===== config.mk =====
export PLATFORM = sky130hd
export DESIGN_NAME = game_progress_flat
export DESIGN_NICKNAME = d
export VERILOG_FILES = /design/src/rtl/game_progress_pkg.sv /design/src/rtl/game_progress_if.sv /design/src/rtl/game_progress_clk_divider_tick.sv /design/src/rtl/game_progress.sv /design/src/flat_wrapper.sv
export SDC_FILE = /design/constraint.sdc
export NUM_CORES = 1
export LEC_CHECK = 0
export BUFFER_PORTS_ARGS = -buffer_cell sky130_fd_sc_hd__buf_2
export CORE_ASPECT_RATIO = 2
export CORE_MARGIN = 2
export CORE_UTILIZATION = 55
export CTS_BUF_LIST = sky130_fd_sc_hd__clkbuf_8
export DETAILED_ROUTE_END_ITERATION = 10
export PLACE_DENSITY_LB_ADDON = 0.1
export SLEW_MARGIN = 15
export SYNTH_ARGS = -nofsm -noshare
export SYNTH_HDL_FRONTEND = slang
export SYNTH_SLANG_ARGS = --single-unit
export TNS_END_PERCENT = 20

===== constraint.sdc =====
create_clock -name clk -period 3.1 [get_ports clk]
set_input_delay 0.62 -clock clk [delete_from_list [all_inputs] [get_ports clk]]
set_output_delay 0.62 -clock clk [all_outputs]
set_load 0.02 [all_outputs]

===== src/rtl/game_progress_pkg.sv =====
// Shared definitions for the game-progress controller.
// Holds the game state encoding, the fixed section boundaries, the score
// ceiling and a helper that recognises a section-ending beat.
package game_progress_pkg;

    typedef enum logic [1:0] {
        ST_IDLE = 2'd0,
        ST_PLAY = 2'd1,
        ST_DONE = 2'd2
    } state_t;

    // The first two sections end on fixed beats; the last one ends on LAST_BEAT.
    localparam logic [6:0] SECTION1_END = 7'd32;
    localparam logic [6:0] SECTION2_END = 7'd64;

    localparam logic [9:0] SCORE_MAX = 10'd999;
    localparam logic [3:0] TALLY_MAX = 4'd15;
    localparam logic [1:0] STAR_MAX  = 2'd3;

    // True when advancing to next_beat closes a section.
    function automatic logic is_section_end(input logic [6:0] next_beat,
                                            input logic [6:0] last_beat);
        return (next_beat == SECTION1_END) ||
               (next_beat == SECTION2_END) ||
               (next_beat == last_beat);
    endfunction

endpackage


===== src/rtl/game_progress_if.sv =====
// Status/control bundle between the note judge, the game-progress
// controller and the VGA overlay.
//   start, level_sel, hit, miss : requests/pulses into the controller
//   stop, level, clk_blink, beat_cnt, star_cnt, beat_tick, score :
//                                 registered status out of the controller
// master = the side driving requests (judge/keys), slave = the controller.
interface game_progress_if;

    logic       start;
    logic [1:0] level_sel;
    logic       hit;
    logic       miss;

    logic       stop;
    logic [1:0] level;
    logic       clk_blink;
    logic [6:0] beat_cnt;
    logic [1:0] star_cnt;
    logic       beat_tick;
    logic [9:0] score;

    modport master (
        output start, level_sel, hit, miss,
        input  stop, level, clk_blink, beat_cnt, star_cnt, beat_tick, score
    );

    modport slave (
        input  start, level_sel, hit, miss,
        output stop, level, clk_blink, beat_cnt, star_cnt, beat_tick, score
    );

endinterface


===== src/rtl/game_progress_clk_divider_tick.sv =====
// Programmable timebase: counts 0..DIV-1 while enabled and flags the wrap.
//   clk, rst : clock, asynchronous active-high reset
//   en       : count enable; tick can only assert while enabled
//   clr      : synchronous return to zero, wins over en
//   tick     : high during the cycle in which the counter wraps
module clk_divider_tick #(
    parameter int DIV = 4
) (
    input  logic clk,
    input  logic rst,
    input  logic en,
    input  logic clr,
    output logic tick
);

    localparam int            CW   = (DIV > 1) ? $clog2(DIV) : 1;
    localparam logic [CW-1:0] LAST = CW'(DIV - 1);

    logic [CW-1:0] cnt;

    // Wrap indicator; the consumer registers it, so outputs stay registered.
    assign tick = en && (cnt == LAST);

    // NOTE: sequential state uses non-blocking assignments so every flop
    // samples pre-edge values regardless of statement order.
    always_ff @(posedge clk or posedge rst) begin
        if (rst) begin
            cnt <= '0;
        end else if (clr) begin
            cnt <= '0;
        end else if (en) begin
            if (cnt == LAST) cnt <= '0;
            else             cnt <= cnt + 1'b1;
        end
    end

endmodule


===== src/rtl/game_progress.sv =====
// Game-progress controller for the VGA overlay.
// Converts start/level_sel and judged hit/miss pulses into overlay status:
// run state (stop), latched level, prompt blink, beat position, stars and
// score. Three sections (ending at beats 32, 64, LAST_BEAT) each earn a star
// when their miss tally stays below MISS_LIMIT.
//   clk, rst : clock, asynchronous active-high reset
//   bus      : game_progress_if slave port (see interface for signal list)
module game_progress
    import game_progress_pkg::*;
#(
    parameter int BEAT_DIV   = 25_000_000,
    parameter int BLINK_DIV  = 50_000_000,
    parameter int MISS_LIMIT = 4,
    parameter int LAST_BEAT  = 95
) (
    input  logic            clk,
    input  logic            rst,
    game_progress_if.slave  bus
);

    localparam logic [6:0] LAST_BEAT_L  = 7'(LAST_BEAT);
    localparam logic [3:0] MISS_LIMIT_L = 4'(MISS_LIMIT);

    state_t     state;
    logic       stop_q;
    logic [1:0] level_q;
    logic       blink_q;
    logic [6:0] beat_q;
    logic [1:0] star_q;
    logic       tick_q;
    logic [9:0] score_q;
    logic [3:0] miss_tally;

    logic       blink_wrap;
    logic       beat_wrap;
    logic       start_ok;
    logic [3:0] tally_next;
    logic [6:0] beat_next;
    logic       section_end;

    assign start_ok = (state == ST_IDLE) && bus.start && (bus.level_sel != 2'd0);

    clk_divider_tick #(.DIV(BLINK_DIV)) u_blink_div (
        .clk  (clk),
        .rst  (rst),
        .en   (1'b1),
        .clr  (1'b0),
        .tick (blink_wrap)
    );

    // Beat phase restarts on every game start so beat 1 lands BEAT_DIV
    // cycles after entering PLAY.
    clk_divider_tick #(.DIV(BEAT_DIV)) u_beat_div (
        .clk  (clk),
        .rst  (rst),
        .en   (state == ST_PLAY),
        .clr  (start_ok),
        .tick (beat_wrap)
    );

    // NOTE: every always_comb output gets a default first, so no path can
    // leave it unassigned and infer a latch.
    always_comb begin
        tally_next = miss_tally;
        if (bus.miss && (miss_tally != TALLY_MAX)) tally_next = miss_tally + 4'd1;
        beat_next   = beat_q + 7'd1;
        section_end = is_section_end(beat_next, LAST_BEAT_L);
    end

    always_ff @(posedge clk or posedge rst) begin
        if (rst) blink_q <= 1'b0;
        else if (blink_wrap) blink_q <= ~blink_q;
    end

    always_ff @(posedge clk or posedge rst) begin
        if (rst) begin
            state      <= ST_IDLE;
            stop_q     <= 1'b1;
            level_q    <= 2'd0;
            beat_q     <= 7'd0;
            star_q     <= 2'd0;
            tick_q     <= 1'b0;
            score_q    <= 10'd0;
            miss_tally <= 4'd0;
        end else begin
            tick_q <= 1'b0;
            case (state)
                ST_IDLE: begin
                    stop_q  <= 1'b1;
                    level_q <= 2'd0;
                    beat_q  <= 7'd0;
                    if (start_ok) begin
                        state      <= ST_PLAY;
                        stop_q     <= 1'b0;
                        level_q    <= bus.level_sel;
                        star_q     <= 2'd0;
                        score_q    <= 10'd0;
                        miss_tally <= 4'd0;
                    end
                end
                ST_PLAY: begin
                    if (bus.hit && (score_q != SCORE_MAX)) score_q <= score_q + 10'd1;
                    miss_tally <= tally_next;
                    if (beat_wrap) begin
                        tick_q <= 1'b1;
                        beat_q <= beat_next;
                        // A miss landing on the closing tick still belongs
                        // to the section being closed.
                        if (section_end) begin
                            if ((tally_next < MISS_LIMIT_L) && (star_q != STAR_MAX))
                                star_q <= star_q + 2'd1;
                            miss_tally <= 4'd0;
                        end
                        if (beat_next == LAST_BEAT_L) begin
                            state  <= ST_DONE;
                            stop_q <= 1'b1;
                        end
                    end
                end
                ST_DONE: begin
                    if (bus.start) begin
                        state   <= ST_IDLE;
                        level_q <= 2'd0;
                        beat_q  <= 7'd0;
                        star_q  <= 2'd0;
                    end
                end
                default: state <= ST_IDLE;
            endcase
        end
    end

    assign bus.stop      = stop_q;
    assign bus.level     = level_q;
    assign bus.clk_blink = blink_q;
    assign bus.beat_cnt  = beat_q;
    assign bus.star_cnt  = star_q;
    assign bus.beat_tick = tick_q;
    assign bus.score     = score_q;

endmodule


===== src/flat_wrapper.sv =====
// flat-port wrapper written by rule: the top's interface ports become plain ports
module game_progress_flat import game_progress_pkg::*;
#(
    parameter int BEAT_DIV   = 25_000_000,
    parameter int BLINK_DIV  = 50_000_000,
    parameter int MISS_LIMIT = 4,
    parameter int LAST_BEAT  = 95
)
  (clk, rst, bus_start, bus_level_sel, bus_hit, bus_miss, bus_stop, bus_level, bus_clk_blink, bus_beat_cnt, bus_star_cnt, bus_beat_tick, bus_score);
  game_progress_if bus_i ();
  input  logic clk;
  input  logic rst;
  input wire logic [$bits(bus_i.start)-1:0] bus_start;
  input wire logic [$bits(bus_i.level_sel)-1:0] bus_level_sel;
  input wire logic [$bits(bus_i.hit)-1:0] bus_hit;
  input wire logic [$bits(bus_i.miss)-1:0] bus_miss;
  output wire logic [$bits(bus_i.stop)-1:0] bus_stop;
  output wire logic [$bits(bus_i.level)-1:0] bus_level;
  output wire logic [$bits(bus_i.clk_blink)-1:0] bus_clk_blink;
  output wire logic [$bits(bus_i.beat_cnt)-1:0] bus_beat_cnt;
  output wire logic [$bits(bus_i.star_cnt)-1:0] bus_star_cnt;
  output wire logic [$bits(bus_i.beat_tick)-1:0] bus_beat_tick;
  output wire logic [$bits(bus_i.score)-1:0] bus_score;
  assign bus_i.start = bus_start;
  assign bus_i.level_sel = bus_level_sel;
  assign bus_i.hit = bus_hit;
  assign bus_i.miss = bus_miss;
  assign bus_stop = bus_i.stop;
  assign bus_level = bus_i.level;
  assign bus_clk_blink = bus_i.clk_blink;
  assign bus_beat_cnt = bus_i.beat_cnt;
  assign bus_star_cnt = bus_i.star_cnt;
  assign bus_beat_tick = bus_i.beat_tick;
  assign bus_score = bus_i.score;
  game_progress #(.BEAT_DIV(BEAT_DIV), .BLINK_DIV(BLINK_DIV), .MISS_LIMIT(MISS_LIMIT), .LAST_BEAT(LAST_BEAT)) u_core (.clk(clk), .rst(rst), .bus(bus_i));
endmodule

==> results of run 1 <==
==> metal layers <==
layer / track usage [%] / vias to the layer above / share of wire, %
met5: 0 / - / 0
met4: 10.7 / 0 / 2.2
met3: 4.72 / 14 / 3.2
met2: 43.2 / 62 / 55
met1: 28.6 / 1740 / 39
li1: - / 1742 / -
==> layout by cell type (no fill, tap or decap), types with 4 or more instances in the layout <==
cell       n
dfrtp_1   80
nand2_1   53
o21ai_0   50
nor2_1    46
buf_2     30
nand3_1   29
nand4_1   21
xor2_1    20
xnor2_1   15
a21oi_1   14
inv_1     13
buf_4     12
clkbuf_8   9
nor3_1     8
and3_1     8
a31oi_1    8
ha_1       7
o31ai_1    6
nor4b_1    4
a22o_1     4
==> kinds of logic after synthesis <==
kind of cell / share of synthesized area (%)
AO/OA/AOI/OAI: 15.0
XOR/XNOR: 7.15
adder cells (fa/ha/maj): 2.04
buffers and inverters: 3.62
flip-flops: 47.3
multiplexers: 0.992
AND/OR/NAND/NOR: 23.9
==> registers in the layout (all words and copies together) (netlist names), 2 cells and up <==
name	cells
u_core.bus.star_cnt	2
u_core.u_blink_div.cnt	26
u_core.miss_tally	4
u_core.bus.beat_cnt	7
u_core.bus.score	10
u_core.state	2
u_core.bus.level	2
u_core.u_beat_div.cnt	25
==> final timing paths <==
| check | from | endpoint | cells past startpoint |
|---|---|---|---|
| setup / recovery | u_core.u_beat_div.cnt[15]$_DFFE_PP0P_ | u_core.miss_tally[0]$_DFFE_PP0P_ | 6 |
| hold / removal | rst | u_core.bus.clk_blink$_DFFE_PP0N_ | 2 |
| setup reg to reg | u_core.u_beat_div.cnt[15]$_DFFE_PP0P_ | u_core.miss_tally[0]$_DFFE_PP0P_ | 6 |
| hold reg to reg | u_core.bus.clk_blink$_DFFE_PP0N_ | u_core.bus.clk_blink$_DFFE_PP0N_ | 1 |
| max in group asynchronous | rst | u_core.bus.stop$_DFFE_PP1P_ | 3 |
| min in group clk | u_core.bus.clk_blink$_DFFE_PP0N_ | u_core.bus.clk_blink$_DFFE_PP0N_ | 1 |
==> metrics by stage <==
step	setup slack (ps)	util, %	cell area (um^2)	instances
floorplan	402	-	4290	460
CTS	756	62.4	4740	597
global placement	835	59.8	4540	581
detailed placement	768	59.8	4540	581
finish	738	62.4	4740	597
global route	464	62.4	4740	597
==> worst register-to-register path: cells and delay by family, from the launching register on <==
family | cells | cell delay, ps
AOI/OAI and AO/OA | 3 | 960
and+or+nand+nor | 2 | 570
DFF | 1 | 460
muxes | 1 | 280
==> power by group <==
part | internal (mW) | switching (mW) | total [mW]
Clock | 0.377 | 0.413 | 0.790
Combinational | 0.215 | 0.331 | 0.546
Sequential | 1.18 | 0.134 | 1.31
Total | 1.77 | 0.877 | 2.65
==> layout make-up <==
type / count / area (um^2)
fillers: 664 / 2860
multi-input cells: 350 / 2100
flip-flops and latches: 81 / 2030
repair buffers: 42 / 240
clock buffers: 9 / 124
well taps: 94 / 118
clock inverters: 7 / 76.3
inverters: 14 / 53.8
==> reports/qor.yml, run 1 <==
timing:
  relSlewSlack_pct: 50.0
  setup_tns_ps: 0
  whs_ps: 348
  rsz0062_at_grt: "no"
  fmax_mhz: 423
  final_max_slew_viol_count: 0
  final_hold_viol_count: 0
  min_period_ps: 2360
  tightest_slew_ps: 745
  finalCritPeriodShare_pct: 76.2
  setup_viol: 0
  skew_ps: 12.6
routing:
  first_pass_iters: 4
  antenna_left: 0
  drt_iter0_markers: 262
  wl_per_cell_um: 15.9
  drc: 0
  via_per_inst: 5.96
  dr_total_vias: 3558
  wirelength_mm: 9.47
synthesis:
  ys_warn_count: 0
  synth_enable_flop_cells: 0
  synth_seq_area_share_pct: 47.3
  postSynthAreaPerCell_um2: 9.32
  synth-seq-cells: 81
  synth.largest_area_cell: "dfrtp_1"
  ys_types: 59
  syn_inst: 460
  synth_top_flop_cell: "dfrtp_1"
  synth_nets: 474
  ys_top_cells_by_count: "dfrtp_1 (80), nand2_1 (53), o21ai_0 (50)"
  yosysMostFrequentCell: "dfrtp_1"
  synth_area_um2: 4290
  ys_async_sr_fraction_pct: 100
  ys_top_cells_by_area: "dfrtp_1 (47%), o21ai_0 (5.8%), nand2_1 (4.6%)"
  yosysTopAreaCellShare_pct: 46.7
grt:
  antenna_found_initial: 0
  grt_pass1_vias: 3528
  grt_first_pass_wirelength_mm: 16.2
  grt_util_all_layers_pct: 24.6
  overflow: 0
  grt_max_degree: 43
floorplanning:
  rows: 45
  core-area_um2: 7600
  io_pins: 31
  die_w_um: 66.4
  dieArea_um2: 8560
  initial_utilization_pct: 56.4
  die_y_um: 129
clock_network:
  cts_buffer_depth: 2
  clock_sinks: 81
  cts_buffers: 9
  cts_tree: "built"
  root_buffer: "clkbuf_8"
  cts.repair.resized: 0
  clkLatencyLatePin_ps: 370
  cts_hold_buf: 0
  clk_pin_slew_ps: 90
  cts_setup_buffers: 0
  cts_max_level: 3
setup_path:
  critical-path-slowest-cell: "o31a_2"
  worstPathCellList: "nor4b_1 > nand4_1 > o31a_2 > a31oi_1 > o21ai_0 > mux2_2"
  reg2reg_slack_ps: 740
  critPathArrivalTime_ps: 2620
  startpoint_type: "flop"
  cp_top_family: "compound AO/OA/AOI/OAI gates"
  path_class: "reg2reg"
  cp-end-kind: "flop"
  max_stage_delay_ps: 480
  critPathMaxFanout: 18
  required_ps: 3360
  critPathBufInv: 0
cells_and_area:
  antenna_cells: 0
  nets: 512
  drive_above_1_share_pct: 15.9
  area_growth_syn_to_layout_pct: 10.7
pwr:
  power_mw: 2.65
  ir_drop_mv: 0.367
  p_per_area_nw_per_um2: 558
  leakagePower_nw: 2.12
placed_design:
  place.gp.congestion: 0.832
  dp_hpwl_mm: 6.86
  port_buffers: 30
hold_path:
  min_path_type: "in2async"
status:
  status: "finished clean"
job:
  maxCapViolCount: 0
Power figures use the tool's default switching activity.
==> inputs of run 2 (changes only) <==
Clock period 3.1 ns to 1.9 ns, I/O delays scaled along.
==> reports/qor.yml, run 2 (synthesis gave the netlist of run 1 again) <==
timing:
  tightest_slew_ps: 776
  finalCritPeriodShare_pct: 108
  skew_ps: 8.39
  final_hold_viol_count: 0
  min_period_ps: 2060
  setup_slack_ps: -161
  final_max_slew_viol_count: 0
  fmax_mhz: 485
  setup_viol: 27
  relSlewSlack_pct: 48.2
  rsz0062_at_grt: "yes"
setup_path:
  path_class: "reg2reg"
  reg2reg_slack_ps: -160
  critical-path-slowest-cell: "dfrtp_2"
  crit_cells: 7
  critPathMaxFanout: 7
  critPathArrivalTime_ps: 2330
  worstPathCellList: "ha_4 > xnor2_1 > and4bb_2 > o32ai_2 > nand2_2 > and3_1 > a31o_2"
  ff2ff_path_depth: 7
  cp-end-kind: "flop"
  max_stage_delay_ps: 480
  cp_top_family: "simple AND/OR/NAND/NOR gates"
  required_ps: 2170
  startpoint_type: "flop"
  critPathBufInv: 0
grt:
  grt_util_all_layers_pct: 29.7
  grt_first_pass_wirelength_mm: 19.4
  grt_pass1_vias: 4280
  grt_max_degree: 27
  antenna_found_initial: 0
  overflow: 0
clock_network:
  cts_hold_buf: 0
  cts_tree: "built"
  root_buffer: "clkbuf_8"
  clock_sinks: 81
  cts_buffers: 9
  cts_max_level: 3
  clk_pin_slew_ps: 80
  clkLatencyLatePin_ps: 370
  cts_buffer_depth: 2
job:
  maxCapViolCount: 0
floorplanning:
  core-area_um2: 7600
  rows: 45
  initial_utilization_pct: 56.4
  die_w_um: 66.4
  io_pins: 31
  die_y_um: 129
  dieArea_um2: 8560
cells_and_area:
  largest-register: "u_core.u_blink_div.cnt"
  ff_latch_area_um2: 2030
  area_growth_syn_to_layout_pct: 35.3
  fill_cells: 539
  drive_above_1_share_pct: 36.4
  layout_commonest_cell: "buf_4"
  final_cell_mix: "buf_4 (94), dfrtp_1 (77), nand2_1 (50)"
  fin_util_pct: 76.3
  multi_input_area_um2: 2340
  nets: 605
  largest_reg_flops: 26
  antenna_cells: 0
status:
  status: "finished, violations left"
  violations: "setup timing"
placed_design:
  dp_hpwl_mm: 8.17
  place.gp.congestion: 0.860
  port_buffers: 30
  dp_slack_ps: -312
routing:
  wl_per_cell_um: 17.2
  dr_total_vias: 4093
  first_pass_iters: 4
  via_per_inst: 5.95
  wirelength_mm: 11.9
  drc: 0
  drt_iter0_markers: 207
  antenna_left: 0
pwr:
  ir_drop_mv: 0.702
  power_mw: 5.05
  p_per_area_nw_per_um2: 870
  leakagePower_nw: 2.67
hold_path:
  min_path_type: "in2async"
-- run 2: worst paths after layout --
path	end	start
setup reg to reg	u_core.bus.star_cnt[1]$_DFFE_PP0P_	u_core.bus.beat_cnt[1]$_DFFE_PP0P_
max in group asynchronous	u_core.u_beat_div.cnt[9]$_DFFE_PP0P_	rst
hold / removal	u_core.u_blink_div.cnt[14]$_DFF_PP0_	rst
min in group clk	u_core.bus.score[2]$_DFFE_PP0P_	bus_hit
setup / recovery	u_core.bus.star_cnt[1]$_DFFE_PP0P_	u_core.bus.beat_cnt[1]$_DFFE_PP0P_
hold reg to reg	u_core.bus.clk_blink$_DFFE_PP0N_	u_core.bus.clk_blink$_DFFE_PP0N_
-- run 2: timing repair --
item,4_1_cts,5_1_grt
setup buffers,8,6
setup endpoints to repair,39,53
hold endpoints to repair,0,0
pin swaps,26,22
gates resized for setup,52,62
gates cloned,1,1
-- run 2: layout make-up --
class / instances / share of cell area [%]
clock buffers: 10 / 2.37
clock inverters: 4 / 1.62
inverters: 14 / 1.01
multi-input cells: 350 / 40.4
flip-flops and latches: 81 / 35.0
well taps: 94 / 2.03
repair buffers: 135 / 17.6
-- run 2: worst register-to-register path, stage by stage (launching register included) --
cell and delay [ps]:
dfrtp_2 480, ha_4 210, xnor2_1 170, and4bb_2 270, o32ai_2 270, nand2_2 160, and3_1 180, a31o_2 210
-- run 2: per-stage QoR --
stage          area (um^2)  setup TNS, ps  std cells  hold WS (ps)
2_1_floorplan         4290          -2410        460           451
3_3_place_gp          5170          -2870        659           455
3_5_place_dp          5170          -5030        659           461
4_1_cts               5670           -890        682          95.0
5_1_grt               5800          -5050        688           114
6_report              5800          -1350        688          80.8
-- run 2: layer usage --
metal  vias up  share of wire, %  track usage (%)
met4         0               2.9             13.8
met2        98                57             54.5
met1      2041                36             30.4
met5         -                 0                0
li1       1926                 -                -
met3        28               3.7             7.60
-- run 2: where the power goes --
part	internal, mW	leakage, nW	switching [mW]
registers	1.92	1.08	0.151
clock network	0.890	0.120	0.622
logic	0.678	1.47	0.785
total	3.49	2.67	1.56
==> inputs of run 3 (changes only) <==
Clock period 1.9 ns to 2.6 ns, I/O delays scaled along.
==> reports/qor.yml, run 3 (synthesis gave the netlist of run 1 again) <==
setup_path:
  cp-end-kind: "flop"
  critical-path-slowest-cell: "dfrtp_1"
  max_stage_delay_ps: 490
  worstPathCellList: "ha_1 > xnor2_1 > and4bb_2 > o32ai_1 > a31oi_1 > o21ai_0 > mux2_2"
  critPathMaxFanout: 10
  path_class: "reg2reg"
  startpoint_type: "flop"
  critPathArrivalTime_ps: 2600
  critPathBufInv: 0
  required_ps: 2850
  cp_top_family: "compound AO/OA/AOI/OAI gates"
clock_network:
  cts_hold_buf: 0
  cts_buffers: 9
  root_buffer: "clkbuf_8"
  clock_sinks: 81
  cts_setup_buffers: 0
  cts_tree: "built"
  cts.repair.resized: 0
  clk_pin_slew_ps: 80
  cts_max_level: 3
  cts_buffer_depth: 2
  clkLatencyLatePin_ps: 360
cells_and_area:
  largest_reg_flops: 26
  largest-register: "u_core.u_blink_div.cnt"
  layout_commonest_cell: "dfrtp_1"
  multi_input_area_um2: 2100
  area_growth_syn_to_layout_pct: 12.3
  ff_latch_area_um2: 2030
  final_cell_mix: "dfrtp_1 (80), nand2_1 (53), o21ai_0 (50)"
  antenna_cells: 0
  layoutNonFillerInstCount: 598
  nets: 514
  fill_cells: 657
  drive_above_1_share_pct: 16.1
floorplanning:
  core-area_um2: 7600
  die_w_um: 66.4
  rows: 45
  io_pins: 31
  dieArea_um2: 8560
  die_y_um: 129
  initial_utilization_pct: 56.4
routing:
  via_per_inst: 5.99
  first_pass_iters: 4
  drt_iter0_markers: 229
  drc: 0
  wl_per_cell_um: 15.9
  wirelength_mm: 9.54
  antenna_left: 0
  dr_total_vias: 3583
timing:
  setup_viol: 0
  fmax_mhz: 426
  rsz0062_at_grt: "no"
  final_max_slew_viol_count: 0
  finalCritPeriodShare_pct: 90.2
  skew_ps: 9.90
  setup_slack_ps: 255
  min_period_ps: 2340
  setup_tns_ps: 0
  relSlewSlack_pct: 44.0
  final_hold_viol_count: 0
  tightest_slew_ps: 829
  whs_ps: 176
grt:
  grt_first_pass_wirelength_mm: 16.3
  grt_util_all_layers_pct: 24.6
  overflow: 0
  grt_max_degree: 53
  grt_pass1_vias: 3521
  antenna_found_initial: 0
placed_design:
  dp_hpwl_mm: 6.81
  port_buffers: 30
  place.gp.congestion: 0.861
  dp.cells: 583
  dp_slack_ps: 338
pwr:
  leakagePower_nw: 2.16
  ir_drop_mv: 0.724
  power_mw: 3.33
  p_per_area_nw_per_um2: 693
job:
  maxCapViolCount: 0
status:
  status: "finished clean"
hold_path:
  min_path_type: "in2async"
==> run 3: power by group <==
| group | switching, mW | internal (mW) | total (mW) |
|---|---|---|---|
| logic | 0.401 | 0.261 | 0.662 |
| registers | 0.157 | 1.40 | 1.56 |
| clock network | 0.456 | 0.659 | 1.11 |
| total | 1.01 | 2.32 | 3.33 |
==> run 3: path summary, 6_finish.rpt <==
kind                                                         to                               start  depth (start not counted)  slack (ps)
setup / recovery               u_core.miss_tally[0]$_DFFE_PP0P_  u_core.bus.beat_cnt[1]$_DFFE_PP0P_                          7         260
hold / removal             u_core.u_blink_div.cnt[24]$_DFF_PP0_                                 rst                          2         180
setup reg to reg               u_core.miss_tally[0]$_DFFE_PP0P_  u_core.bus.beat_cnt[1]$_DFFE_PP0P_                          7         260
hold reg to reg                u_core.bus.clk_blink$_DFFE_PP0N_    u_core.bus.clk_blink$_DFFE_PP0N_                          1         470
max in group asynchronous           u_core.bus.stop$_DFFE_PP1P_                                 rst                          3        1720
min in group clk                u_core.bus.level[1]$_DFFE_PP0P_                    bus_level_sel[1]                          2         410
==> run 3: metal layers <==
| layer | part of all wire (%) | wire length (um) | GRT usage (%) |
|---|---|---|---|
| met1 | 40 | 3840 | 28.0 |
| met2 | 53 | 5100 | 43.4 |
| met3 | 3.1 | 300 | 4.55 |
| met4 | 3.1 | 293 | 11.2 |
| met5 | 0 | 0 | 0 |
==> run 3: final cells by class <==
type | count | share of cell area, %
Clock buffer | 10 | 2.86
Clock inverter | 5 | 2.16
Inverter | 14 | 1.12
Multi-Input combinational cell | 350 | 43.7
Sequential cell | 81 | 42.1
Tap cell | 94 | 2.44
Timing Repair Buffer | 44 | 5.56
==> run 3: per-stage QoR <==
stage | utilization (%) | cell area [um^2]
after detailed placement | 60.1 | 4570
after floorplan | - | 4290
after CTS | 63.3 | 4810
after global placement | 60.1 | 4570
final | 63.3 | 4810
after global routing | 63.3 | 4810
